**config.mk**
```make
export PLATFORM = sky130hd
export DESIGN_NAME = fa_serial_ctrl_flat
export DESIGN_NICKNAME = d
export VERILOG_FILES = /design/src/rtl/fa_serial_ctrl_if.sv /design/src/rtl/fa_serial_ctrl.sv /design/src/flat_wrapper.sv
export SDC_FILE = /design/constraint.sdc
export NUM_CORES = 1
export LEC_CHECK = 0
export CORE_AREA = 2 2 61 63
export CTS_CLUSTER_SIZE = 12
export DETAILED_ROUTE_END_ITERATION = 7
export DIE_AREA = 0 0 63 65
export HOLD_SLACK_MARGIN = 0.12
export PLACE_DENSITY = 0.74
export RECOVER_POWER = 100
export SETUP_SLACK_MARGIN = 0.5
export SLEW_MARGIN = 40
export SYNTH_ARGS = -nofsm -noshare
export SYNTH_HDL_FRONTEND = slang
export SYNTH_HIERARCHICAL = 1
export SYNTH_SLANG_ARGS = --single-unit
```
**constraint.sdc**
```tcl
create_clock -name clk -period 1.9 [get_ports clk]
set_input_delay 0.38 -clock clk [delete_from_list [all_inputs] [get_ports clk]]
set_output_delay 0.38 -clock clk [all_outputs]
set_load 0.005 [all_outputs]
```
**src/rtl/fa_serial_ctrl_if.sv**
```systemverilog
// Handshake and data bundle for the bit-serial adder sequencer.
// The requester drives the operands and start; the sequencer returns status and the result.
interface fa_serial_ctrl_if #(
    parameter int W = 8
);
    logic         start;
    logic         Cin;
    logic [W-1:0] A;
    logic [W-1:0] B;
    logic         busy;
    logic         done;
    logic [W-1:0] Sum;
    logic         Cout;

    modport master (
        output start, Cin, A, B,
        input  busy, done, Sum, Cout
    );

    modport slave (
        input  start, Cin, A, B,
        output busy, done, Sum, Cout
    );
endinterface

```
**src/rtl/fa_serial_ctrl.sv**
```systemverilog
// Bit-serial W-bit adder: one full adder is stepped LSB first over W cycles,
// with the inter-bit carry held in a register and the result committed all at once.
module fa (
    input  logic Cin,
    input  logic A,
    input  logic B,
    output logic Cout,
    output logic Sum
);
    assign Sum  = A ^ B ^ Cin;
    assign Cout = (A & B) | (Cin & (A ^ B));
endmodule

module fa_serial_ctrl #(
    parameter int W = 8
) (
    input logic            clk,
    input logic            rst,
    fa_serial_ctrl_if.slave bus
);
    localparam int CW = (W > 1) ? $clog2(W) : 1;

    typedef enum logic [1:0] {
        IDLE  = 2'd0,
        SHIFT = 2'd1,
        DONE  = 2'd2
    } state_t;

    state_t        state, state_nxt;
    logic          load, step, commit;
    logic [CW-1:0] cnt;
    logic [W-1:0]  a_sr, b_sr, s_sr, s_nxt;
    logic          carry;
    logic          fa_sum, fa_cout;
    logic [W-1:0]  sum_q;
    logic          cout_q;

    fa u_fa (
        .Cin  (carry),
        .A    (a_sr[0]),
        .B    (b_sr[0]),
        .Cout (fa_cout),
        .Sum  (fa_sum)
    );

    // Partial sum including the bit produced this cycle; committed whole at the last step.
    assign s_nxt = (s_sr >> 1) | (W'(fa_sum) << (W - 1));

    always_ff @(posedge clk or posedge rst) begin
        if (rst) begin
            state <= IDLE;
        end else begin
            // NOTE: registers use non-blocking assignment so every flop samples pre-edge values.
            state <= state_nxt;
        end
    end

    always_comb begin
        // NOTE: every output of this block gets a default first, so no path can infer a latch.
        state_nxt = state;
        load      = 1'b0;
        step      = 1'b0;
        commit    = 1'b0;
        case (state)
            IDLE: begin
                if (bus.start) begin
                    load      = 1'b1;
                    state_nxt = SHIFT;
                end
            end
            SHIFT: begin
                step = 1'b1;
                if (cnt == CW'(W - 1)) begin
                    commit    = 1'b1;
                    state_nxt = DONE;
                end
            end
            DONE: begin
                if (bus.start) begin
                    load      = 1'b1;
                    state_nxt = SHIFT;
                end else begin
                    state_nxt = IDLE;
                end
            end
            default: state_nxt = IDLE;
        endcase
    end

    always_ff @(posedge clk or posedge rst) begin
        if (rst) begin
            cnt    <= '0;
            a_sr   <= '0;
            b_sr   <= '0;
            s_sr   <= '0;
            carry  <= 1'b0;
            sum_q  <= '0;
            cout_q <= 1'b0;
        end else if (load) begin
            a_sr  <= bus.A;
            b_sr  <= bus.B;
            carry <= bus.Cin;
            cnt   <= '0;
        end else if (step) begin
            a_sr  <= a_sr >> 1;
            b_sr  <= b_sr >> 1;
            s_sr  <= s_nxt;
            carry <= fa_cout;
            // Counter returns to zero only on the exit step, whatever W is.
            cnt   <= commit ? '0 : cnt + 1'b1;
            if (commit) begin
                sum_q  <= s_nxt;
                cout_q <= fa_cout;
            end
        end
    end

    assign bus.busy = (state == SHIFT);
    assign bus.done = (state == DONE);
    assign bus.Sum  = sum_q;
    assign bus.Cout = cout_q;
endmodule
```
**src/flat_wrapper.sv**
```systemverilog
// flat-port wrapper written by rule: the top's interface ports become plain ports
module fa_serial_ctrl_flat 
#(
    parameter int W = 8
)
  (clk, rst, bus_start, bus_Cin, bus_A, bus_B, bus_busy, bus_done, bus_Sum, bus_Cout);
  fa_serial_ctrl_if #(.W(W)) bus_i ();
  input logic clk;
  input logic rst;
  input wire logic [$bits(bus_i.start)-1:0] bus_start;
  input wire logic [$bits(bus_i.Cin)-1:0] bus_Cin;
  input wire logic [$bits(bus_i.A)-1:0] bus_A;
  input wire logic [$bits(bus_i.B)-1:0] bus_B;
  output wire logic [$bits(bus_i.busy)-1:0] bus_busy;
  output wire logic [$bits(bus_i.done)-1:0] bus_done;
  output wire logic [$bits(bus_i.Sum)-1:0] bus_Sum;
  output wire logic [$bits(bus_i.Cout)-1:0] bus_Cout;
  assign bus_i.start = bus_start;
  assign bus_i.Cin = bus_Cin;
  assign bus_i.A = bus_A;
  assign bus_i.B = bus_B;
  assign bus_busy = bus_i.busy;
  assign bus_done = bus_i.done;
  assign bus_Sum = bus_i.Sum;
  assign bus_Cout = bus_i.Cout;
  fa_serial_ctrl #(.W(W)) u_core (.clk(clk), .rst(rst), .bus(bus_i));
endmodule
```
==> run metrics <==
clock net sink count=38; Iter 0 DRT Violations=62; number of fill cells=310; CP max-delay cell=dfrtp_2; RePlAce Congestion=0.726; H-tree Lvls=2; pwr dens=1590 nW/um^2; PnR worst setup slack=0.296 ns; antenna-violating nets left=0; HPWL Detailed=2140 um; Starting Density=47.5%; final hold violation count=0; Final nets=210; largest net degree at the start of global routing=39; DIE WIDTH=63 um; period utilization=84.4%; Synth Area in Simple Gates=9.28%; ratio of cells with drive above 1 in the final layout=17.0%; post-layout min period=1.60 ns; CP cell instances=buf_6 > nand2b_4 > clkbuf_2 > and2_4 > a21oi_1; drt first pass iters=4; Clock Tree Root=clkbuf_4; max-capacitance violation count=0; Synth Area in Adders=2.71%; Worst Path Max Fanout=26; LEAKAGE=0.00100 uW; Worst slew margin=38.3%; Final TNS setup=0 ns; die area=4100 sq um; Post-synth EDFFs=0; post-synthesis xor/xnor area fraction=0%; Place WS=0.209 ns; Tot GR Track Use=18.9%; Avg WL per Cell=14.2 um; Core Rows=22; Hold Buf Count CTS=0; Die H=65 um; Post-Syn Instances=147; vias per inst=4.92; vias=1,161; RSZ-0062 raised after global routing=true; Startpoint Class=flop; CP bufs+invs=2; initial antenna violation count=0; final setup violation count=0; Top-Level Pins=31; Cell variety after synth=29; CTS tree=built; Max Root-Sink Buffers=2; DRC=0; endpoint type of the worst setup path=flop; CTS buffer count=5; critical path data arrival time=1.82 ns; Yosys warnings=6; worst-margin pin slew=0.926 ns; port bufs=30; final WL=3340 um; flops & latches, synth=38; ys async rst share=100%; Area Growth Syn to Fin=25.9%; global-route wire length before repair=5930 um; Main synth FF type=dfrtp_1; WP data required=2.12 ns; worst setup path class=flop to flop; Worst Clk Skew=0.0164 ns; largest family of logic cells by synthesized area=compound AO/OA/AOI/OAI gates; pins over their slew limit=0; Worst Hold Class=flop to flop; Reg clk slew, reported paths=0.11 ns; status=finished clean; Net Count, Synth=170; sequential fraction of the synthesis area=57.3%; grt ovf=0; total power=3330 uW; CP max stage delay=0.44 ns; Synth Area in Compound Gates=14.7%; area of the core=3500 sq um; max frequency=624 MHz; Worst VDD drop=0.770 mV; clock latency on the worst-skew pair=0.34 ns; diode count=0; vias in the first global route=1,279; delay-heaviest family, CP=buffers and inverters; Avg Inst Size Synth=11.3 sq um; mux share of post-synthesis cell area=7.32%; mapped cell area=1660 sq um
layer usage:
metal | vias up | GRT usage [%] | part of all wire [%]
li1 | 574 | - | -
met1 | 562 | 24.4 | 45
met2 | 19 | 31.8 | 50
met3 | 6 | 2.95 | 3.1
met4 | 0 | 8.33 | 1.7
met5 | - | 0 | 0
placed cells by master (no fill, tap or decap):
cell | netlist | layout
a21o_1 | 1 | 1
a21oi_1 | 5 | 14
a21oi_2 | 10 | 1
a22o_1 | 1 | 1
a31oi_1 | 1 | 1
and2_4 | 1 | 2
buf_4 | 0 | 5
buf_6 | 3 | 4
bufinv_16 | 0 | 1
clkbuf_1 | 2 | 3
clkbuf_2 | 0 | 2
clkbuf_4 | 0 | 5
clkdlybuf4s25_1 | 0 | 7
clkdlybuf4s50_1 | 0 | 17
dfrtp_1 | 38 | 37
dfrtp_2 | 0 | 1
dlygate4sd2_1 | 0 | 2
dlygate4sd3_1 | 0 | 2
fa_1 | 1 | 1
ha_1 | 2 | 1
ha_4 | 0 | 1
inv_1 | 17 | 18
mux2_1 | 1 | 1
mux2_2 | 8 | 8
mux2i_1 | 2 | 2
nand2_1 | 22 | 24
nand2b_4 | 1 | 2
nand3_1 | 2 | 2
nand3b_1 | 1 | 1
nor2b_1 | 1 | 1
nor3_1 | 1 | 1
nor3b_1 | 1 | 1
o21ai_0 | 3 | 3
o22ai_1 | 15 | 15
repair_timing:
item,in CTS,in global routing
gates cloned,2,0
setup endpoints to repair,37,35
resized for setup,23,12
pin swaps,2,0
buffers inserted,6,0
worst min-delay path: stages, from the launching register on:
cell	delay, ns
dfrtp_1	0.36
nand2_1	0.05
nand2_1	0.05
metrics by stage:
stage	hold slack, ns	utilization (%)	cells	instance area (sq um)
floorplan	0.442	-	147	1660
global placement	0.460	56.6	220	1980
detailed placement	0.463	56.6	220	1980
CTS	0.465	60.4	236	2110
global route	0.535	59.8	236	2090
finish	0.485	59.8	236	2090
where the power goes:
group | total (uW) | switching [uW] | internal, uW
combinational | 1370 | 677 | 690
clock | 537 | 258 | 279
sequential | 1420 | 235 | 1190
cells in the mapped netlist (2+ instances only):
cell	count	area (sq um)
clkbuf_1	2	7.51
mux2_2	8	90.1
dfrtp_1	38	951
mux2i_1	2	20.0
buf_6	3	33.8
buf_2	3	15.0
a21oi_1	5	25.0
o21ai_0	3	15.0
nand3_1	2	10.0
nand2_1	22	82.6
inv_1	17	63.8
a21oi_2	10	87.6
o22ai_1	15	93.8
ha_1	2	25.0
final timing paths:
check / start / endpoint / slack, ns / depth (start not counted)
max: u_core/state[0] / u_core/b_sr[2] / 0.30 / 5
min reg2reg: u_core/s_sr[1] / u_core/s_sr[1] / 0.49 / 2
min: u_core/s_sr[1] / u_core/s_sr[1] / 0.49 / 2
max in group asynchronous: rst / u_core/state[0] / 0.53 / 3
min in group asynchronous: rst / u_core/bus.Sum[0] / 0.75 / 3
max reg2reg: u_core/state[0] / u_core/b_sr[2] / 0.30 / 5
area by class of cell:
class,count,area [sq um],share of cell area [%]
clock inverters,1,30.0,1.44
well taps,48,60.1,2.87
inverters,18,67.6,3.23
flip-flops and latches,38,952,45.6
repair buffers,40,374,17.9
multi-input cells,84,561,26.8
clock buffers,7,45.0,2.16
cell families after synthesis:
| group | count (synthesis) |
|---|---|
| AOI/OAI and AO/OA | 36 |
| adders and majority gates | 3 |
| buffers and inverters | 27 |
| and+or+nand+nor | 32 |
| DFF | 38 |
| muxes | 11 |
registers in the layout, indices dropped and copies added, names as in the netlist:
name	count
u_core/bus.Cout	1
u_core/bus.Sum	8
u_core/carry	1
u_core/state	2
u_core/s_sr	7
u_core/cnt	3
u_core/a_sr	8
u_core/b_sr	8
(Power assumes the default switching activity.)
